File: src/rtl/record_pkg.sv
// Shared state encoding, mode constants and saturating arithmetic for the
// multi-slot recording core.
package record_pkg;

  typedef enum logic [2:0] {
    ST_IDLE,
    ST_WAIT,
    ST_RD,
    ST_WR,
    ST_FLUSH,
    ST_DONE
  } record_state_t;

  localparam logic MODE_OVERWRITE = 1'b0;
  localparam logic MODE_OVERDUB   = 1'b1;

  // Signed add clamped to the range of a w-bit two's complement value (w <= 63).
  function automatic logic signed [63:0] sat_add(input logic signed [63:0] a,
                                                 input logic signed [63:0] b,
                                                 input int unsigned        w);
    logic signed [63:0] sum;
    logic signed [63:0] hi;
    logic signed [63:0] lo;
    sum = a + b;
    hi  = (64'sd1 <<< (w - 1)) - 64'sd1;
    lo  = -(64'sd1 <<< (w - 1));
    if (sum > hi)      sat_add = hi;
    else if (sum < lo) sat_add = lo;
    else               sat_add = sum;
  endfunction

endpackage

File: src/rtl/record_fifo.sv
// First-word-fall-through elastic buffer between the codec receiver and the
// SDRAM write engine; clear has priority over push/pop.
module record_fifo #(
  parameter int DATA_W     = 16,
  parameter int FIFO_DEPTH = 8
) (
  input  logic              clk,
  input  logic              rst_n,
  input  logic              clear,
  input  logic              push,
  input  logic              pop,
  input  logic [DATA_W-1:0] din,
  output logic [DATA_W-1:0] dout,
  output logic              full,
  output logic              empty
);

  localparam int AW = $clog2(FIFO_DEPTH);

  logic [DATA_W-1:0] mem [FIFO_DEPTH];
  logic [AW:0]       wr_ptr;
  logic [AW:0]       rd_ptr;
  logic              do_push;
  logic              do_pop;

  // Extra pointer bit distinguishes full from empty when the indices match.
  assign full    = (wr_ptr[AW] != rd_ptr[AW]) && (wr_ptr[AW-1:0] == rd_ptr[AW-1:0]);
  assign empty   = (wr_ptr == rd_ptr);
  assign do_push = push && !full && !clear;
  assign do_pop  = pop && !empty && !clear;
  assign dout    = mem[rd_ptr[AW-1:0]];

  always_ff @(posedge clk or negedge rst_n) begin
    if (!rst_n) begin
      wr_ptr <= '0;
      rd_ptr <= '0;
    end else if (clear) begin
      wr_ptr <= '0;
      rd_ptr <= '0;
    end else begin
      if (do_push) wr_ptr <= wr_ptr + 1'b1;
      if (do_pop)  rd_ptr <= rd_ptr + 1'b1;
    end
  end

  always_ff @(posedge clk) begin
    if (do_push) mem[wr_ptr[AW-1:0]] <= din;
  end

endmodule

File: src/rtl/record_core_mc.sv
// Multi-slot recording core: buffers codec samples and writes them to SDRAM at a
// selectable track base, either overwriting or mixing into the existing take.
module record_core_mc
  import record_pkg::*;
#(
  parameter int ADDR_W     = 23,
  parameter int DATA_W     = 16,
  parameter int NUM_SLOTS  = 4,
  parameter int FIFO_DEPTH = 8,
  localparam int SLOT_W    = (NUM_SLOTS > 1) ? $clog2(NUM_SLOTS) : 1
) (
  input  logic                             i_clk,
  input  logic                             i_rst,
  input  logic                             record_start,
  input  logic [NUM_SLOTS-1:0][ADDR_W-1:0] record_select,
  input  logic [SLOT_W-1:0]                record_slot,
  input  logic                             record_mode,
  input  logic [ADDR_W-1:0]                record_limit,
  input  logic                             record_pause,
  input  logic                             record_stop,
  output logic                             record_done,
  output logic                             record_busy,
  output logic                             record_paused,
  output logic [ADDR_W-1:0]                record_length,
  output logic                             record_overflow,
  output logic                             record_read,
  output logic                             record_write,
  output logic [ADDR_W-1:0]                record_addr,
  input  logic [DATA_W-1:0]                record_readdata,
  output logic [DATA_W-1:0]                record_writedata,
  input  logic                             record_sdram_finished,
  output logic                             record_sdram_fresh,
  output logic                             record_audio_ready,
  input  logic [DATA_W-1:0]                record_audio_data,
  input  logic                             record_audio_valid
);

  record_state_t            state;
  record_state_t            state_nxt;
  logic                     mode_q;
  logic [ADDR_W-1:0]        limit_q;
  logic [ADDR_W-1:0]        base_q;
  logic [ADDR_W-1:0]        length_q;
  logic [ADDR_W-1:0]        length_inc;
  logic                     paused_q;
  logic                     stopping_q;
  logic                     overflow_q;
  logic                     fresh_q;
  logic                     gap_q;
  logic signed [DATA_W-1:0] wdata_q;

  logic                     busy;
  logic                     start_acc;
  logic                     stop_acc;
  logic                     pause_acc;
  logic                     xfer_done;
  logic                     limit_hit;
  logic                     fifo_push;
  logic                     fifo_pop;
  logic                     fifo_clear;
  logic                     fifo_full;
  logic                     fifo_empty;
  logic [DATA_W-1:0]        fifo_dout;

  assign busy       = state inside {ST_WAIT, ST_RD, ST_WR, ST_FLUSH};
  assign start_acc  = record_start && (state == ST_IDLE);
  assign stop_acc   = record_stop && busy && !stopping_q;
  assign pause_acc  = record_pause && busy && !stopping_q && !record_stop;
  assign xfer_done  = record_sdram_finished && !gap_q;
  assign length_inc = length_q + 1'b1;
  assign limit_hit  = (limit_q != '0) && (length_inc == limit_q);
  assign fifo_push  = record_audio_valid && record_audio_ready;

  record_fifo #(
    .DATA_W    (DATA_W),
    .FIFO_DEPTH(FIFO_DEPTH)
  ) u_fifo (
    .clk  (i_clk),
    .rst_n(i_rst),
    .clear(fifo_clear),
    .push (fifo_push),
    .pop  (fifo_pop),
    .din  (record_audio_data),
    .dout (fifo_dout),
    .full (fifo_full),
    .empty(fifo_empty)
  );

  always_ff @(posedge i_clk or negedge i_rst) begin
    if (!i_rst) state <= ST_IDLE;
    else        state <= state_nxt;
  end

  always_comb begin
    state_nxt  = state;
    fifo_pop   = 1'b0;
    fifo_clear = 1'b0;
    case (state)
      ST_IDLE: begin
        if (record_start) begin
          fifo_clear = 1'b1;
          state_nxt  = ST_WAIT;
        end
      end
      ST_WAIT, ST_FLUSH: begin
        if (!fifo_empty) begin
          fifo_pop  = 1'b1;
          state_nxt = (mode_q == MODE_OVERDUB) ? ST_RD : ST_WR;
        end else if (state == ST_FLUSH) begin
          state_nxt = ST_DONE;
        end else if (stopping_q) begin
          state_nxt = ST_FLUSH;
        end
      end
      ST_RD: begin
        if (xfer_done) state_nxt = ST_WR;
      end
      ST_WR: begin
        // A reached limit discards whatever is still queued.
        if (xfer_done) begin
          if (limit_hit) begin
            fifo_clear = 1'b1;
            state_nxt  = ST_DONE;
          end else if (stopping_q || stop_acc) begin
            state_nxt = ST_FLUSH;
          end else begin
            state_nxt = ST_WAIT;
          end
        end
      end
      ST_DONE: state_nxt = ST_IDLE;
      default: state_nxt = ST_IDLE;
    endcase
  end

  always_ff @(posedge i_clk or negedge i_rst) begin
    if (!i_rst) begin
      mode_q     <= MODE_OVERWRITE;
      limit_q    <= '0;
      base_q     <= '0;
      length_q   <= '0;
      paused_q   <= 1'b0;
      stopping_q <= 1'b0;
      overflow_q <= 1'b0;
      fresh_q    <= 1'b0;
      gap_q      <= 1'b0;
      wdata_q    <= '0;
    end else begin
      fresh_q <= 1'b0;
      if (start_acc) begin
        mode_q     <= record_mode;
        limit_q    <= record_limit;
        base_q     <= record_select[record_slot];
        length_q   <= '0;
        paused_q   <= 1'b0;
        stopping_q <= 1'b0;
        overflow_q <= 1'b0;
        fresh_q    <= 1'b1;
      end else begin
        if (stop_acc) begin
          stopping_q <= 1'b1;
          paused_q   <= 1'b0;
        end else if (pause_acc) begin
          paused_q <= !paused_q;
        end
        if (record_audio_valid && !record_audio_ready && !paused_q &&
            (state inside {ST_WAIT, ST_RD, ST_WR}))
          overflow_q <= 1'b1;
      end
      // One idle cycle separates the read from the following write.
      gap_q <= (state == ST_RD) && xfer_done;
      if (fifo_pop) wdata_q <= $signed(fifo_dout);
      if ((state == ST_RD) && xfer_done)
        wdata_q <= DATA_W'(sat_add(64'($signed(record_readdata)), 64'(wdata_q), DATA_W));
      if ((state == ST_WR) && xfer_done) length_q <= length_inc;
    end
  end

  assign record_done        = (state == ST_DONE);
  assign record_busy        = busy;
  assign record_paused      = paused_q;
  assign record_length      = length_q;
  assign record_overflow    = overflow_q;
  assign record_read        = (state == ST_RD) && !gap_q;
  assign record_write       = (state == ST_WR) && !gap_q;
  assign record_addr        = base_q + length_q;
  assign record_writedata   = wdata_q;
  assign record_sdram_fresh = fresh_q;
  assign record_audio_ready = busy && !paused_q && !stopping_q && !fifo_full;

endmodule

File: config.mk
export PLATFORM = sky130hd
export DESIGN_NAME = record_core_mc
export DESIGN_NICKNAME = d
export VERILOG_FILES = /design/src/rtl/record_pkg.sv /design/src/rtl/record_fifo.sv /design/src/rtl/record_core_mc.sv
export SDC_FILE = /design/constraint.sdc
export NUM_CORES = 1
export LEC_CHECK = 0
export CELL_PAD_IN_SITES_DETAIL_PLACEMENT = 0
export CELL_PAD_IN_SITES_GLOBAL_PLACEMENT = 1
export CORE_ASPECT_RATIO = 0.7
export CORE_UTILIZATION = 40
export CTS_BUF_LIST = sky130_fd_sc_hd__clkbuf_16
export DETAILED_ROUTE_END_ITERATION = 6
export MAX_ROUTING_LAYER = met4
export PLACE_DENSITY_LB_ADDON = 0.05
export SYNTH_ARGS = -nofsm -noshare
export SYNTH_HDL_FRONTEND = slang
export SYNTH_SLANG_ARGS = --single-unit
export TNS_END_PERCENT = 20
File: constraint.sdc
create_clock -name i_clk -period 9.1 [get_ports i_clk]
set_input_delay 1.365 -clock i_clk [delete_from_list [all_inputs] [get_ports i_clk]]
set_output_delay 1.365 -clock i_clk [all_outputs]
set_load 0.1 [all_outputs]
# Word level (Yosys, flattened, before mapping)
# Memories as Yosys holds them, arrays and structs flattened.
# Index checks and enable logic that the tools add are counted.
[word_totals]
register_bits = 102
latch_bits = 0
ram_bits = 128
rom_bits = 0
word_cells = 119
mem_count = 1
[mem_list]
columns = ["name", "depth", "width", "read_ports", "rd_clocked_by_memory_dff", "write_ports", "line", "text"]
rows = [
  ["u_fifo.mem", 8, 16, 1, 0, 1, "record_fifo.sv:20", "logic [DATA_W-1:0] mem [FIFO_DEPTH];"],
]
[op_classes]
n_addsub = 5
n_mul = 0
div_mod_pow = 0
n_lt_le_gt_ge = 3
eq_ne = 13
n_shift = 0
mux = 38
bitwise_logic = 0
reduce_logical = 46
[op_table]
columns = ["operator", "n"]
rows = [
  ["2-to-1 mux 23 bit", 3],
  ["2-to-1 mux 16 bit", 4],
  ["binary-select mux 23 bit (select 2 bit)", 1],
  ["logical AND 1 bit", 24],
  ["2-to-1 mux 3 bit", 8],
  ["adder 23 x 1 -> 23 bit, second input constant", 1],
  ["adder 23 bit", 1],
  ["== test 23 bit", 1],
  ["nonzero test 23 bit", 1],
  ["adder 16 x 16 -> 17 bit", 1],
  ["greater-than comparator 17 x 16 -> 1 bit, second input constant", 1],
  ["< comparator 17 x 16 -> 1 bit, second input constant", 1],
  ["2-to-1 mux 1 bit", 16],
  ["2-to-1 mux 4 bit", 4],
  ["case mux 3 bit (4 select lines)", 1],
  ["nonzero test 2 bit", 6],
  ["adder 4 x 1 -> 4 bit, second input constant", 2],
  ["logical NOT 1 bit", 8],
  ["== test 3 x 2 -> 1 bit, second input constant", 2],
  ["== test 3 bit, second input constant", 2],
  ["!= test 2 bit, second input constant", 3],
  ["nonzero test 3 bit", 2],
  ["== test 4 bit", 1],
  ["!= test 4 bit, second input constant", 1],
  ["10 further kinds", 10],
]

# Logic depth before layout (Yosys ltp)
[depth]
ltp_word = 11
ltp_mapped = 11
depth_no_buf = 11

# By module
# A second synthesis with hierarchy kept.
[unflattened]
hier_cells = 1131
hier_area_um2 = 13027.5
[modules_own_cells]
columns = ["module", "n_inst", "cells_each", "area_each_um2", "seq_area_each_um2"]
rows = [
  ["record_core_mc", 1, 868, 7378.3, 2352.3],
  ["record_fifo", 1, 263, 5649.2, 4043.9],
]

# Worst setup path after synthesis
# OpenSTA, ideal clock, no wires.
[synth_timing]
kind = "reg-to-reg"
start = "reg paused_q, in the netlist record_paused"
end = "mem u_fifo.mem[0][0] (enable)"
setup_ns = 0.430
arrival_ns = 8.083
slack_ns = 0.586
path_stages_with_launch = 5
path_buffers = 1
path_cell_list = "dfrtp_1 > a2111oi_0 > nand2_1 > clkbuf_1 > nor4_1"
[synth_via]
elab_chain_len = 9
[synth_lines]
columns = ["item", "line", "text"]
rows = [
  ["start, declared", "record_core_mc.sv:45", "logic paused_q;"],
  ["start signal, assigned", "record_core_mc.sv:164", "paused_q <= !paused_q;"],
  ["logical NOT 1 bit", "record_core_mc.sv:189", "assign record_audio_ready = busy && !paused_q && !stopping_q && !fifo_full;"],
  ["logical AND 1 bit (3 in series)", "record_core_mc.sv:189", ""],
  ["named net record_audio_ready", "record_core_mc.sv:33", "output logic record_audio_ready,"],
  ["logical AND 1 bit", "record_core_mc.sv:72", "assign fifo_push = record_audio_valid && record_audio_ready;"],
  ["logical AND 1 bit (2 in series)", "record_fifo.sv:29", "assign do_push = push && !full && !clear;"],
  ["2-to-1 mux 1 bit", "record_fifo.sv:47", "if (do_push) mem[wr_ptr[AW-1:0]] <= din;"],
  ["2-to-1 mux 1 bit (implied by the code)", "record_fifo.sv:47", ""],
  ["end, declared", "record_fifo.sv:20", ""],
]
# The timed path passes the listed nets, and every way through them passes these cells.

# Worst setup path after layout
[layout_timing]
start = "reg length_q[0], in the netlist record_length[0]"
end = "out record_addr[22]"
[layout_via]
elab_chain_len = 1
[layout_lines]
columns = ["item", "line", "text"]
rows = [
  ["start, declared", "record_core_mc.sv:43", "logic [ADDR_W-1:0] length_q;"],
  ["start signal, assigned", "record_core_mc.sv:175", "if ((state == ST_WR) && xfer_done) length_q <= length_inc;"],
  ["adder 23 bit", "record_core_mc.sv:186", "assign record_addr = base_q + length_q;"],
  ["end, declared", "record_core_mc.sv:28", "output logic [ADDR_W-1:0] record_addr,"],
]
# No other way between the ends.

==> results.sh <==
export IMPL_status="finished, final reports clean"
export IMPL_critical_path_slowest_cell="clkdlybuf4s50_1"
export IMPL_synth_most_common_cell="nand2_1"
export IMPL_cp_cell_sequence="ha_1 > inv_1 > fa_1 > nor2b_1 > o31a_1 > o21ai_0 > a2111oi_0 > o31ai_1 > o211ai_1 > a21oi_1 > xnor2_1 > clkdlybuf4s50_1"
export IMPL_drc=0
export IMPL_dr_wl_met2_um=13400
export IMPL_place_gp_congestion=0.849
export IMPL_async_flop_share_pct=44.3
export IMPL_cts_tree="yes"
export IMPL_antenna_found_initial=0
export IMPL_syn_avg_cell_area_um2=11.6
export IMPL_rsz0062_at_grt="false"
export IMPL_core_area_um2=30200
export IMPL_cts_sinks=230
export IMPL_grt_max_degree=56
export IMPL_setup_slack_ns=2.72
export IMPL_drt_first_iter_violations=603
export IMPL_h_tree_depth=1
export IMPL_synthesis_nets=1264
export IMPL_slew_headroom_pct=16.7
export IMPL_wl_per_cell_um=20.2
export IMPL_die_w_um=212
export IMPL_drive_gt1_share_pct=10.4
export IMPL_postCtsResizedCells=0
export IMPL_initial_core_util_pct=41.0
export IMPL_wl_met3_um=2270
export IMPL_synth_top_cell_area_share_pct=31.0
export IMPL_die_y_um=149
export IMPL_path_max_fanout=8
export IMPL_ys_ff_latch=230
export IMPL_min_period_over_period_pct=70.1
export IMPL_cp_start_kind="register"
export IMPL_finalHoldViolations=0
export IMPL_fmax_ghz=0.157
export IMPL_hold_class="register to register"
export IMPL_yosys_cell_types_count=69
export IMPL_post_cts_buffers=0
export IMPL_critPathCaptureType="output pin"
export IMPL_worstHoldStart="base_q[2]$_DFFE_PN0P_"
export IMPL_power_density_nw_per_um2=323
export IMPL_diodes=0
export IMPL_synthFlopType="edfxtp_1"
export IMPL_path_clk_slew_ns=0.06
export IMPL_required_ns=7.74
export IMPL_final_net_count=1480
export IMPL_place_inst=1665
export IMPL_grt_pass1_wl_um=52600
export IMPL_root_buffer="clkbuf_16"
export IMPL_drtPass1Iterations=5
export IMPL_finClkSkew_ns=0.0109
export IMPL_wirelength_met1_um=18300
export IMPL_synth_area_leaders="edfxtp_1 31%, dfrtp_1 21%, mux4_2 10%"
export IMPL_setup_viol=0
export IMPL_grt_pass1_vias=8778
export IMPL_fin_setup_tns_ns=0
export IMPL_io_buffers=226
export IMPL_final_min_clock_period_ns=6.38
export IMPL_ys_warnings_count=0
export IMPL_rows=53
export IMPL_netlist_instances=1064
export IMPL_synth_edff_count=128
export IMPL_syn2layout_area_growth_pct=28.4
export IMPL_r2r_start="u_fifo.rd_ptr[0]$_DFFE_PN0P_"
export IMPL_cts_buffers=25
export IMPL_top_layer="met4"
export IMPL_ant_nets=0
export IMPL_slew_violations=0
export IMPL_critPathMaxStageDelay_ns=1.18
export IMPL_via_count=9142
export IMPL_yosys_area_top_type="edfxtp_1"
export IMPL_io_pins=227
export IMPL_grtUsageTotal_pct=22.5
export IMPL_ir_drop_uv=169
export IMPL_cap_violations=0
export IMPL_fin_cells=1709
export IMPL_tightest_slew_ns=1.24
export IMPL_syn_area_um2=12400
export IMPL_crit_start="record_length[0]$_DFFE_PN0P_"
export IMPL_dp_hpwl_um=24700
export IMPL_holdBufCountCts=0
export IMPL_fin_hold_ws_ns=0.477
export IMPL_reg2reg_slack_ns=4.91
export IMPL_post_place_ws_ns=3.34
export IMPL_wirelength_um=34500
export IMPL_yosysSeqAreaShare_pct=51.7
export IMPL_worstSetupPathType="register to output pin"
export IMPL_total_leakage_power_nw=6.25
export IMPL_clock_path_buffers=3
export IMPL_clk_latency_ns=0.55
export IMPL_via_per_inst=5.35
export IMPL_die_area_um2=31700
export IMPL_grt_ovfl_total=0
export IMPL_synth_commonest_cells="176 x nand2_1, 128 x edfxtp_1, 102 x dfrtp_1"
export IMPL_n_fill_cell=2682
export IMPL_cp_arrival_ns=5.02
==> through the flow <==
| stage | total power, mW | utilization [%] | area (µm²) |
|---|---|---|---|
| floorplan | 3.43 | - | 12400 |
| global placement | 4.14 | 49.9 | 15100 |
| detailed placement | 4.15 | 49.9 | 15100 |
| CTS | 5.16 | 52.6 | 15900 |
| global route | 5.41 | 52.6 | 15900 |
| finish | 5.13 | 52.6 | 15900 |
==> cells in the final DEF (no fill, tap or decap), types with 4 or more instances in the layout <==
cell type and instances:
clkdlybuf4s50_1 224, nand2_1 176, edfxtp_1 128, dfrtp_1 101
a21oi_1 58, mux4_2 55, o21ai_0 54, nor2_1 53
ha_1 41, xnor2_1 36, xor2_1 34, nand3_1 29
clkbuf_16 25, inv_1 22, and3_1 16, mux2i_1 16
a21o_1 15, nor3_1 15, buf_4 15, nand2b_1 14
o211ai_1 13, a211oi_1 11, o22ai_1 9, nand4_1 9
nor4_2 9, o21a_1 8, nor4_1 8, o31ai_1 7
nor2b_1 5, mux2_2 5, or3_1 4, and2_1 4
a21boi_0 4, clkinv_2 4
==> per-layer routing <==
layer  vias to the layer above  GRT usage [%]
li1                       4422              -
met1                      4418           36.9
met2                       277           28.5
met3                        25           3.89
met4                         0           3.67
met5                         -              -
==> registers in the layout, indices dropped and copies added (netlist names) <==
register,flops
record_length,23
record_writedata,16
u_fifo.mem,128
record_paused,1
base_q,23
limit_q,23
stopping_q,1
state,3
record_sdram_fresh,1
mode_q,1
record_overflow,1
u_fifo.wr_ptr,4
gap_q,1
u_fifo.rd_ptr,4
==> final timing paths <==
| kind | to | depth (start not counted) |
|---|---|---|
| max in group asynchronous | u_fifo.rd_ptr[0]$_DFFE_PN0P_ | 2 |
| setup reg to reg | u_fifo.mem[7][3]$_DFFE_PP_ | 7 |
| hold / removal | base_q[2]$_DFFE_PN0P_ | 2 |
| setup / recovery | record_addr[22] | 12 |
| hold reg to reg | base_q[2]$_DFFE_PN0P_ | 2 |
| min in group asynchronous | record_writedata[11]$_DFFE_PN0P_ | 1 |
==> critical path, delay by kind of cell, from the launching register on <==
kind	cells	cell delay, ns
AO/OA/AOI/OAI	6	1.68
buffers and inverters	2	1.24
adder cells (fa/ha/maj)	2	0.63
flip-flops	1	0.50
XOR/XNOR	1	0.22
AND/OR/NAND/NOR	1	0.19
==> power by group <==
part	switching, mW	internal, mW
clock	0.431	0.564
sequential	0.197	1.29
combinational	1.78	0.867
==> cell families (layout without fill, tap and decap cells) <==
family	Yosys count	after routing	share of synthesized area, %
and+or+nand+nor	359	359	13.6
DFF	230	230	51.7
AOI/OAI and AO/OA	214	214	11.0
muxes	76	76	11.8
xor gates and xnor gates	72	72	5.31
buffers and inverters	70	303	2.28
adders and majority gates	43	43	4.47
==> area by class of cell <==
cell class                 count  area, µm²  share of cell area (%)
timing repair buffer         240       2360                    14.8
clock buffer                  25        626                    3.94
inverter                      19       71.3                   0.449
tap                          412        515                    3.24
sequential                   230       6400                    40.2
multi-input combinational    764       5750                    36.2
clock inverter                19        176                    1.11
Note: power is estimated with default switching activity, not from simulation.
